===== src/rtl/wait_queue_pkg.sv =====
// Shared definitions for the wait_queue command buffer: FSM state encodings
// and default FIFO geometry.
package wait_queue_pkg;

  localparam int DEFAULT_DEPTH = 4;
  localparam int DEFAULT_AW    = 2;

  typedef enum logic [1:0] {
    IDLE  = 2'd0,
    ISSUE = 2'd1,
    ARM   = 2'd2,
    HOLD  = 2'd3
  } state_e;

endpackage


===== src/rtl/wait_queue_if.sv =====
// Control-unit request handshake plus WAIT-unit command/status signals.
// slave: the wait_queue side; master: control unit and WAIT unit side.
interface wait_queue_if #(
  parameter int AW = wait_queue_pkg::DEFAULT_AW
);
  logic          req_valid;
  logic [7:0]    req_data;
  logic          req_ready;
  logic          flush;
  logic [7:0]    wait_din;
  logic          wait_start;
  logic          wait_busy;
  logic [AW:0]   count;
  logic          idle;

  modport slave (
    input  req_valid, req_data, flush, wait_busy,
    output req_ready, wait_din, wait_start, count, idle
  );

  modport master (
    output req_valid, req_data, flush, wait_busy,
    input  req_ready, wait_din, wait_start, count, idle
  );
endinterface


===== src/rtl/wait_fifo.sv =====
// Byte FIFO with occupancy count and synchronous flush; push is ignored when
// full or flushing, pop is ignored when empty or flushing.
module wait_fifo
  import wait_queue_pkg::*;
#(
  parameter int DEPTH = DEFAULT_DEPTH,
  parameter int AW    = DEFAULT_AW
) (
  input  logic          clk,
  input  logic          rst,
  input  logic          push_i,
  input  logic [7:0]    data_i,
  input  logic          pop_i,
  input  logic          flush_i,
  output logic [7:0]    head_o,
  output logic [AW:0]   count_o,
  output logic          full_o,
  output logic          empty_o
);

  logic [7:0]    mem_q [DEPTH];
  logic [AW-1:0] wr_ptr_q, rd_ptr_q;
  logic [AW:0]   count_q, count_d;
  logic          do_push, do_pop;

  assign full_o  = (count_q == (AW+1)'(DEPTH));
  assign empty_o = (count_q == '0);
  assign count_o = count_q;
  assign head_o  = mem_q[rd_ptr_q];

  assign do_push = push_i && !full_o  && !flush_i;
  assign do_pop  = pop_i  && !empty_o && !flush_i;

  // NOTE: the storage array has no reset; pointers and count alone decide which entries are valid.
  always_ff @(posedge clk) begin
    if (do_push) mem_q[wr_ptr_q] <= data_i;
  end

  // NOTE: every always_comb output gets a default first so no path can infer a latch.
  always_comb begin
    count_d = count_q;
    if (flush_i)                count_d = '0;
    else if (do_push && !do_pop) count_d = count_q + (AW+1)'(1);
    else if (!do_push && do_pop) count_d = count_q - (AW+1)'(1);
  end

  // NOTE: sequential state uses non-blocking assignments so all registers update from pre-edge values.
  always_ff @(posedge clk or posedge rst) begin
    if (rst) begin
      wr_ptr_q <= '0;
      rd_ptr_q <= '0;
      count_q  <= '0;
    end else begin
      count_q <= count_d;
      if (flush_i) begin
        rd_ptr_q <= wr_ptr_q;
      end else begin
        if (do_push) wr_ptr_q <= wr_ptr_q + AW'(1);
        if (do_pop)  rd_ptr_q <= rd_ptr_q + AW'(1);
      end
    end
  end

endmodule


===== src/rtl/wait_queue.sv =====
// Queues wait requests and issues them one at a time to the WAIT unit,
// tracking its busy. Define WAITQ_SKIPZERO_EN to drop zero-count requests.
module wait_queue
  import wait_queue_pkg::*;
#(
  parameter int DEPTH = DEFAULT_DEPTH,
  parameter int AW    = DEFAULT_AW
) (
  input  logic          clk,
  input  logic          rst,
  wait_queue_if.slave   bus
);

  state_e      state_q, state_d;
  logic [7:0]  wait_din_q, wait_din_d;
  logic        wait_start_q, wait_start_d;
  logic        push, pop, full, empty;
  logic [7:0]  head;
  logic [AW:0] count;

  assign bus.req_ready = !full;

`ifdef WAITQ_SKIPZERO_EN
  // Zero requests complete the handshake but never occupy an entry.
  assign push = bus.req_valid && bus.req_ready && (bus.req_data != 8'd0);
`else
  assign push = bus.req_valid && bus.req_ready;
`endif

  wait_fifo #(.DEPTH(DEPTH), .AW(AW)) u_fifo (
    .clk     (clk),
    .rst     (rst),
    .push_i  (push),
    .data_i  (bus.req_data),
    .pop_i   (pop),
    .flush_i (bus.flush),
    .head_o  (head),
    .count_o (count),
    .full_o  (full),
    .empty_o (empty)
  );

  always_comb begin
    state_d      = state_q;
    pop          = 1'b0;
    wait_din_d   = wait_din_q;
    wait_start_d = 1'b0;
    case (state_q)
      IDLE: begin
        if (!empty && !bus.flush) begin
          state_d      = ISSUE;
          pop          = 1'b1;
          wait_din_d   = head;
          wait_start_d = 1'b1;
        end
      end
      ISSUE: state_d = ARM;
      // WAIT shows busy one cycle after start, so it is first sampled here.
      ARM:   state_d = bus.wait_busy ? HOLD : IDLE;
      HOLD:  if (!bus.wait_busy) state_d = IDLE;
      default: state_d = IDLE;
    endcase
  end

  always_ff @(posedge clk or posedge rst) begin
    if (rst) begin
      state_q      <= IDLE;
      wait_din_q   <= 8'd0;
      wait_start_q <= 1'b0;
    end else begin
      state_q      <= state_d;
      wait_din_q   <= wait_din_d;
      wait_start_q <= wait_start_d;
    end
  end

  assign bus.wait_din   = wait_din_q;
  assign bus.wait_start = wait_start_q;
  assign bus.count      = count;
  assign bus.idle       = empty && (state_q == IDLE);

endmodule

===== src/flat_wrapper.sv =====
// flat-port wrapper written by rule: the top's interface ports become plain ports
module wait_queue_flat import wait_queue_pkg::*;
#(
  parameter int DEPTH = DEFAULT_DEPTH,
  parameter int AW    = DEFAULT_AW
)
  (clk, rst, bus_req_valid, bus_req_data, bus_flush, bus_wait_busy, bus_req_ready, bus_wait_din, bus_wait_start, bus_count, bus_idle);
  wait_queue_if #(.AW(AW)) bus_i ();
  input  logic clk;
  input  logic rst;
  input wire logic [$bits(bus_i.req_valid)-1:0] bus_req_valid;
  input wire logic [$bits(bus_i.req_data)-1:0] bus_req_data;
  input wire logic [$bits(bus_i.flush)-1:0] bus_flush;
  input wire logic [$bits(bus_i.wait_busy)-1:0] bus_wait_busy;
  output wire logic [$bits(bus_i.req_ready)-1:0] bus_req_ready;
  output wire logic [$bits(bus_i.wait_din)-1:0] bus_wait_din;
  output wire logic [$bits(bus_i.wait_start)-1:0] bus_wait_start;
  output wire logic [$bits(bus_i.count)-1:0] bus_count;
  output wire logic [$bits(bus_i.idle)-1:0] bus_idle;
  assign bus_i.req_valid = bus_req_valid;
  assign bus_i.req_data = bus_req_data;
  assign bus_i.flush = bus_flush;
  assign bus_i.wait_busy = bus_wait_busy;
  assign bus_req_ready = bus_i.req_ready;
  assign bus_wait_din = bus_i.wait_din;
  assign bus_wait_start = bus_i.wait_start;
  assign bus_count = bus_i.count;
  assign bus_idle = bus_i.idle;
  wait_queue #(.DEPTH(DEPTH), .AW(AW)) u_core (.clk(clk), .rst(rst), .bus(bus_i));
endmodule

===== config.mk =====
export PLATFORM = sky130hd
export DESIGN_NAME = wait_queue_flat
export DESIGN_NICKNAME = d
export VERILOG_FILES = /design/src/rtl/wait_queue_pkg.sv /design/src/rtl/wait_queue_if.sv /design/src/rtl/wait_fifo.sv /design/src/rtl/wait_queue.sv /design/src/flat_wrapper.sv
export SDC_FILE = /design/constraint.sdc
export NUM_CORES = 1
export LEC_CHECK = 0
export ABC_AREA = 1
export CAP_MARGIN = 15
export CORE_ASPECT_RATIO = 1.2
export CORE_MARGIN = 3
export CORE_UTILIZATION = 45
export DETAILED_ROUTE_END_ITERATION = 6
export GPL_TIMING_DRIVEN = 0
export HOLD_SLACK_MARGIN = 0.15
export PLACE_DENSITY = 0.64
export SLEW_MARGIN = 20
export SYNTH_ARGS = -nofsm -noshare
export SYNTH_HDL_FRONTEND = slang
export SYNTH_HIERARCHICAL = 1
export SYNTH_SLANG_ARGS = --single-unit

===== constraint.sdc =====
create_clock -name clk -period 4 [get_ports clk]
set_input_delay 0.6 -clock clk [delete_from_list [all_inputs] [get_ports clk]]
set_output_delay 0.6 -clock clk [all_outputs]
set_load 0.05 [all_outputs]

==> out/qor.yml, run 1 <==
setup_viol: 0
rows: 27
critical_path_s_slowest_cell: "clkdlybuf4s50_1"
placeableCoreArea_sq_mm: 0.004628
worst-endpoint-required_ns: 3.40
die_y_extent_um: 81.98
critical_path_class: "register to output port"
clkSlewWorstSetupHoldPaths_ns: 0.10
antenna_cells: 0
cts_hold_buffers: 0
ioPinCount: 27
number_of_violations_reported_at_the_end_of_detailed_routing_iteration_0: 57
initial_util_pct: 46.77
ratio_of_cells_with_drive_above_1_in_the_final_layout_pct: 12.72
detailedPlacementHpwl_mm: 2.673
number_of_antenna_violations_at_the_first_check_in_global_routing: 0
worstPathCellList: "nor2_4 > nand2_2 > inv_1 > nor3b_1 > clkdlybuf4s50_1"
cts_tree: "done"
max_slew.worst_pin.slew_ns: 0.8226
skew_pair_late_insertion_delay_ns: 0.30
drtPass1Iterations: 4
grt_pass1_vias: 1344
syn_area_sq_mm: 0.002165
slew_headroom_pct: 44.96
timing.critical_path.slowest_cell_delay_ns: 0.83
worstSetupStartpointType: "register"
maxCapViolations: 0
postRouteAntennaNets: 0
routed_wl_mm: 3.850
final_period_util_pct: 69.11
layout-area-overhead-vs-synth_pct: 19.77
finalWorstPathRequiredPeriod_ns: 2.764
irDropWorstVdd_v: 0.0002900
synth.ff_latch_count: 50
clkSinkCount: 50
outcome: "completed"
global_route_wire_length_before_repair_mm: 6.499
final_nets: 245
met3RoutedLength_um: 138
synth.yosys.seq_area_share_pct: 65.20
class_of_the_worst_hold_path: "register to register"
post_cts_resized: 0
ctsRootBufferMaster: "clkbuf_8"
die_area_sq_mm: 0.005682
synthesis.nets: 212
hold_violations: 0
setup_tns_ns: 0
grt_setup_unrepaired: "no"
cts-buffers-inserted: 5
fin_worst_hold_slack_ns: 0.4776
via_count: 1383
htree_num_levels: 2
post-route-drc-count: 0
globalplace.congestion: 0.8254
final_global_route_overflow_total: 0
synth_area_per_cell_sq_um: 11.16
postSynthCellCount: 194
critical_path_buf_inv_count: 2
slew_violations: 0
layout.filler_cells: 404
port_buffers: 26
critical-path-top-delay-family: "buffers and inverters"
synthDistinctLibCells: 25
fin_util_pct: 56.02
timing.critical_path.arrival_ns: 2.16
end_kind: "output port"
m1WireLength_mm: 1.692
cellLeakagePower_nw: 1.080
wire_per_inst_um: 13.46
die_width_um: 69.31
worst_clock_skew_ns: 0.009097
grt_max_degree: 19
ctsLongestPathBuffers: 2
highest_clock_rate_mhz: 361.8
globalRouteTotalUtil_pct: 15.03
most_frequent_cells_in_the_layout: "32 x nand2_1, 32 x edfxtp_1, 26 x clkdlybuf4s50_1"
pwr_density_cell_mw_per_mm2: 753.6
highest-signal-layer: "met4"
post_drt_via_cell_ratio: 4.836
post_cts_buffers: 0
crit_path_max_fanout: 4
yosys_synthesis_warning_count: 6
met2RoutedLength_mm: 1.990
-- logic make-up after synthesis --
logic type | count (synthesis) | synth area share [%]
fa+ha+maj | 5 | 3.237
compound gates | 30 | 8.035
buf+inv | 27 | 4.913
flops | 50 | 65.20
simple gates | 80 | 17.80
xor+xnor | 2 | 0.8094
-- cell type report --
| type | count | area, sq um | area share [%] |
|---|---|---|---|
| clock buffer | 5 | 68.82 | 2.654 |
| timing repair buffer | 26 | 260.3 | 10.04 |
| multi-input combinational | 117 | 646.9 | 24.95 |
| clock inverter | 3 | 26.28 | 1.014 |
| buffer | 4 | 20.02 | 0.7722 |
| sequential | 50 | 1411 | 54.44 |
| tap | 58 | 72.57 | 2.799 |
| inverter | 23 | 86.33 | 3.330 |
-- layer usage --
layer / global-route usage, % / up-vias
met2: 26.24 / 26
met1: 17.78 / 639
met3: 3.917 / 2
met5: 0 / -
met4: 6.250 / 0
li1: - / 716
-- Yosys cell counts (all sizes together) --
cell	instances	area, sq um
a21oi	2	21.27
buf	4	20.02
dfrtp	18	450.4
edfxtp	32	960.9
fa	1	20.02
ha	4	50.05
inv	23	86.33
nand2	40	185.2
nand3	12	65.06
nand4	1	6.260
nor2	25	116.4
nor3	1	5.000
nor3b	1	7.510
o211ai	1	7.510
o21ai	19	95.09
o22ai	8	50.05
xnor2	1	8.760
xor2	1	8.760
-- flip-flops by register name, summed over array words and instances (netlist names) --
name,count
u_core/u_fifo/rd_ptr_q,2
u_core/u_fifo/mem_q,32
u_core/u_fifo/count_o,3
u_core/state_q,2
u_core/bus.wait_start,1
u_core/u_fifo/wr_ptr_q,2
u_core/bus.wait_din,8
-- path summary, 6_finish.rpt --
check                                    startpoint                        end  slack (ns)  cells after the start
max reg2reg                u_core/u_fifo/count_o[2]   u_core/u_fifo/count_o[2]        1.56                     16
max                        u_core/u_fifo/count_o[0]                   bus_idle        1.24                      5
min in group asynchronous                       rst  u_core/u_fifo/rd_ptr_q[0]        0.56                      2
min                          u_core/bus.wait_din[2]     u_core/bus.wait_din[2]        0.48                      2
min reg2reg                  u_core/bus.wait_din[2]     u_core/bus.wait_din[2]        0.48                      2
max in group asynchronous                       rst          u_core/state_q[0]        3.14                      2
-- worst reg2reg max path, cell delays in order (launching register included) --
cell	delay, ns
dfrtp_1	0.50
inv_2	0.06
nand2_2	0.10
inv_1	0.08
nor2_4	0.22
nand2_4	0.13
inv_1	0.15
nand2_4	0.08
nand2_2	0.11
inv_1	0.06
fa_1	0.38
xnor2_1	0.20
inv_1	0.06
nand2_1	0.06
nand2_1	0.04
nand3_1	0.06
nand2_1	0.05
-- report_power, final --
part,internal [mW],leakage [nW],switching [mW],total (mW)
logic,0.296,0.515,0.612,0.908
clock network,0.129,0.0491,0.174,0.303
registers,0.670,0.516,0.0727,0.743
total,1.09,1.08,0.859,1.95
-- stage by stage --
| step | cell area (sq um) | worst slack, ns | std cells | total power, mW |
|---|---|---|---|---|
| after floorplan | 2165 | 1.205 | 194 | 1.404 |
| after global placement | 2497 | 1.042 | 278 | 1.656 |
| after detailed placement | 2497 | 1.027 | 278 | 1.673 |
| after CTS | 2592 | 1.201 | 286 | 1.981 |
| after global routing | 2592 | 1.093 | 286 | 2.098 |
| final | 2592 | 1.236 | 286 | 1.954 |
(Power assumes the default switching activity.)
==> run 2: changes to the inputs <==
==> constraint.sdc (replaced) <==
create_clock -name clk -period 2.9 [get_ports clk]
set_input_delay 0.435 -clock clk [delete_from_list [all_inputs] [get_ports clk]]
set_output_delay 0.435 -clock clk [all_outputs]
set_load 0.05 [all_outputs]
==> results of run 2 <==
The final DEF is identical to that of run 1. Status: completed.
Among the figures that moved: setup slack after placement 1.027 ns -> 0.09190 ns; clock-pin slew on the worst setup and hold paths 0.10 ns -> 0.09 ns; setup slack after layout 1.236 ns -> 0.3008 ns; hold slack 0.4776 ns -> 0.3977 ns; register-to-register setup slack 1.56 ns -> 0.46 ns; total power 1.954 mW -> 2.695 mW; worst IR drop on VDD 0.0002900 V -> 0.0004000 V
==> run 3: changes to the inputs <==
--- a/config.mk
+++ b/config.mk
@@ -6,6 +6,7 @@
 export NUM_CORES = 1
 export LEC_CHECK = 0
 export ABC_AREA = 1
+export ABC_CLOCK_PERIOD_IN_PS = 2900
 export CAP_MARGIN = 15
 export CORE_ASPECT_RATIO = 1.2
 export CORE_MARGIN = 3
@@ -13,6 +14,7 @@
 export DETAILED_ROUTE_END_ITERATION = 6
 export GPL_TIMING_DRIVEN = 0
 export HOLD_SLACK_MARGIN = 0.15
+export MAX_ROUTING_LAYER = met4
 export PLACE_DENSITY = 0.64
 export SLEW_MARGIN = 20
 export SYNTH_ARGS = -nofsm -noshare
==> out/qor.yml, run 3 (same netlist as run 1, synthesis figures left out) <==
outcome: "completed"  # unchanged
globalplace.congestion: 0.8379  # was 0.8254
clkSinkCount: 50  # unchanged
pwr_density_cell_mw_per_mm2: 1040  # was 1039 mW/mm^2
grt_setup_unrepaired: "no"  # unchanged
rows: 27  # unchanged
ioPinCount: 27  # unchanged
class_of_the_worst_hold_path: "input port to asynchronous set/reset pin"  # unchanged
postRouteAntennaNets: 0  # unchanged
timing.critical_path.slowest_cell_delay_ns: 0.83  # about the same
final_period_util_pct: 89.65  # was 89.63%
final_nets: 245  # unchanged
area_taken_by_flip_flops_and_latches_sq_mm: 0.001411  # unchanged
multiInputGateArea_sq_um: 646.9  # unchanged
max_slew.worst_pin.slew_ns: 0.8293  # was 0.8226 ns
largest_register_ffs: 32  # unchanged
critical_path_class: "register to output port"  # unchanged
r2r_cells: 16  # unchanged
critical-path-top-delay-family: "buffers and inverters"  # unchanged
critical_path_s_slowest_cell: "clkdlybuf4s50_1"  # unchanged
wire_per_inst_um: 13.51  # was 13.46 um
post_cts_buffers: 0  # unchanged
placeableCoreArea_sq_mm: 0.004628  # unchanged
number_of_violations_reported_at_the_end_of_detailed_routing_iteration_0: 60  # was 57
clkSlewWorstSetupHoldPaths_ns: 0.09  # about the same
setup_viol: 0  # unchanged
most_frequent_cells_in_the_layout: "32 x nand2_1, 32 x edfxtp_1, 26 x clkdlybuf4s50_1"  # unchanged
slew_violations: 0  # unchanged
htree_num_levels: 2  # unchanged
port_buffers: 26  # unchanged
hold_violations: 0  # unchanged
cts_tree: "done"  # unchanged
cts_hold_buffers: 0  # unchanged
grt_max_degree: 19  # unchanged
crit_path_max_fanout: 4  # unchanged
number_of_antenna_violations_at_the_first_check_in_global_routing: 0  # unchanged
maxCapViolations: 0  # unchanged
antenna_cells: 0  # unchanged
worst_clock_skew_ns: 0.009910  # was 0.009097 ns
worstPathCellList: "nor2_4 > nand2_2 > inv_1 > nor3b_1 > clkdlybuf4s50_1"  # unchanged
drtPass1Iterations: 4  # unchanged
global_route_wire_length_before_repair_mm: 6.492  # was 6.499 mm
cts-buffers-inserted: 5  # unchanged
slew_headroom_pct: 44.51  # was 44.96%
die_area_sq_mm: 0.005682  # unchanged
layout.filler_cells: 404  # unchanged
worstSetupStartpointType: "register"  # unchanged
final_global_route_overflow_total: 0  # unchanged
report.power.total_mw: 2.696  # was 2.695 mW
ctsRootBufferMaster: "clkbuf_8"  # unchanged
layout-area-overhead-vs-synth_pct: 19.77  # unchanged
end_kind: "output port"  # unchanged
worst-endpoint-required_ns: 2.47  # about the same
globalRouteTotalUtil_pct: 15.48  # was 15.03%
routed_wl_mm: 3.864  # was 3.850 mm
timing.critical_path.arrival_ns: 2.16  # about the same
setup_tns_ns: 0  # unchanged
irDropWorstVdd_v: 0.0003988  # was 0.0004000 V
post_drt_via_cell_ratio: 4.881  # was 4.836
die_y_extent_um: 81.98  # unchanged
die_width_um: 69.31  # unchanged
highest_clock_rate_mhz: 384.6  # was 384.7 MHz
ctsLongestPathBuffers: 2  # unchanged
critical_path_buf_inv_count: 2  # unchanged
skew_pair_late_insertion_delay_ns: 0.30  # about the same
via_count: 1396  # was 1383
cellLeakagePower_nw: 1.080  # unchanged
post-route-drc-count: 0  # unchanged
worst-path-stages: 5  # unchanged
detailedPlacementHpwl_mm: 2.673  # unchanged
register_containing_the_most_flip_flops_in_the_final_layout: "u_core/u_fifo/mem_q"  # unchanged
ratio_of_cells_with_drive_above_1_in_the_final_layout_pct: 12.72  # unchanged
finalWorstPathRequiredPeriod_ns: 2.600  # was 2.599 ns
initial_util_pct: 46.77  # unchanged
grt_pass1_vias: 1348  # was 1344
post_cts_resized: 0  # unchanged
[run 3: cell counts in the layout (fill, tap and decap cells not counted)]
Identical to the previous run, type by type.
[run 3: area by class of cell]
| class | count | area share [%] |
|---|---|---|
| Timing Repair Buffer | 26 | 10.04 |
| Sequential cell | 50 | 54.44 |
| Buffer | 4 | 0.7722 |
| Clock inverter | 3 | 1.014 |
| Clock buffer | 5 | 2.654 |
| Inverter | 23 | 3.330 |
| Multi-Input combinational cell | 117 | 24.95 |
| Tap cell | 58 | 2.799 |
[run 3: final timing paths]
| kind | endpoint | start | slack (ns) |
|---|---|---|---|
| max | bus_idle | u_core/u_fifo/count_o[0] | 0.30 |
| min | u_core/u_fifo/rd_ptr_q[0] | rst | 0.40 |
| min in group clk | u_core/bus.wait_din[2] | u_core/bus.wait_din[2] | 0.48 |
| max in group asynchronous | u_core/state_q[0] | rst | 2.20 |
| max reg2reg | u_core/u_fifo/count_o[2] | u_core/u_fifo/count_o[2] | 0.46 |
| min reg2reg | u_core/bus.wait_din[2] | u_core/bus.wait_din[2] | 0.48 |
[run 3: where the power goes]
part | switching, mW | total [mW] | internal (mW)
Clock | 0.241 | 0.419 | 0.178
Sequential | 0.100 | 1.02 | 0.924
Combinational | 0.844 | 1.25 | 0.409
Total | 1.19 | 2.70 | 1.51
[run 3: worst reg2reg max path, delay by kind of cell (launching register included)]
family | cells | cell delay (ns)
XOR/XNOR | 1 | 0.20
adder cells (fa/ha/maj) | 1 | 0.38
buffers and inverters | 5 | 0.41
flip-flops | 1 | 0.50
AND/OR/NAND/NOR | 9 | 0.85
[run 3: per-layer routing]
layer / global-route usage (%) / vias up / wire length [um] / part of all wire, %
li1: - / 715 / - / -
met1: 17.78 / 652 / 1661 / 43
met2: 26.24 / 27 / 2023 / 52
met3: 3.917 / 2 / 153 / 4.0
met4: 6.250 / 0 / 26 / 0.67
met5: - / - / 0 / 0
[run 3: per-stage QoR]
| step | hold WS, ns | cells | setup WS, ns | instance area [sq um] | utilization (%) |
|---|---|---|---|---|---|
| 6_report | 0.3964 | 286 | 0.3001 | 2592 | 56.02 |
| 5_1_grt | 0.4455 | 286 | 0.1578 | 2592 | 56.02 |
| 4_1_cts | 0.3987 | 286 | 0.2659 | 2592 | 56.02 |
| 3_5_place_dp | 0.4581 | 278 | 0.09190 | 2497 | 53.96 |
| 3_3_place_gp | 0.4535 | 278 | 0.1073 | 2497 | 53.96 |
| 2_1_floorplan | 0.2384 | 194 | 0.2700 | 2165 | - |
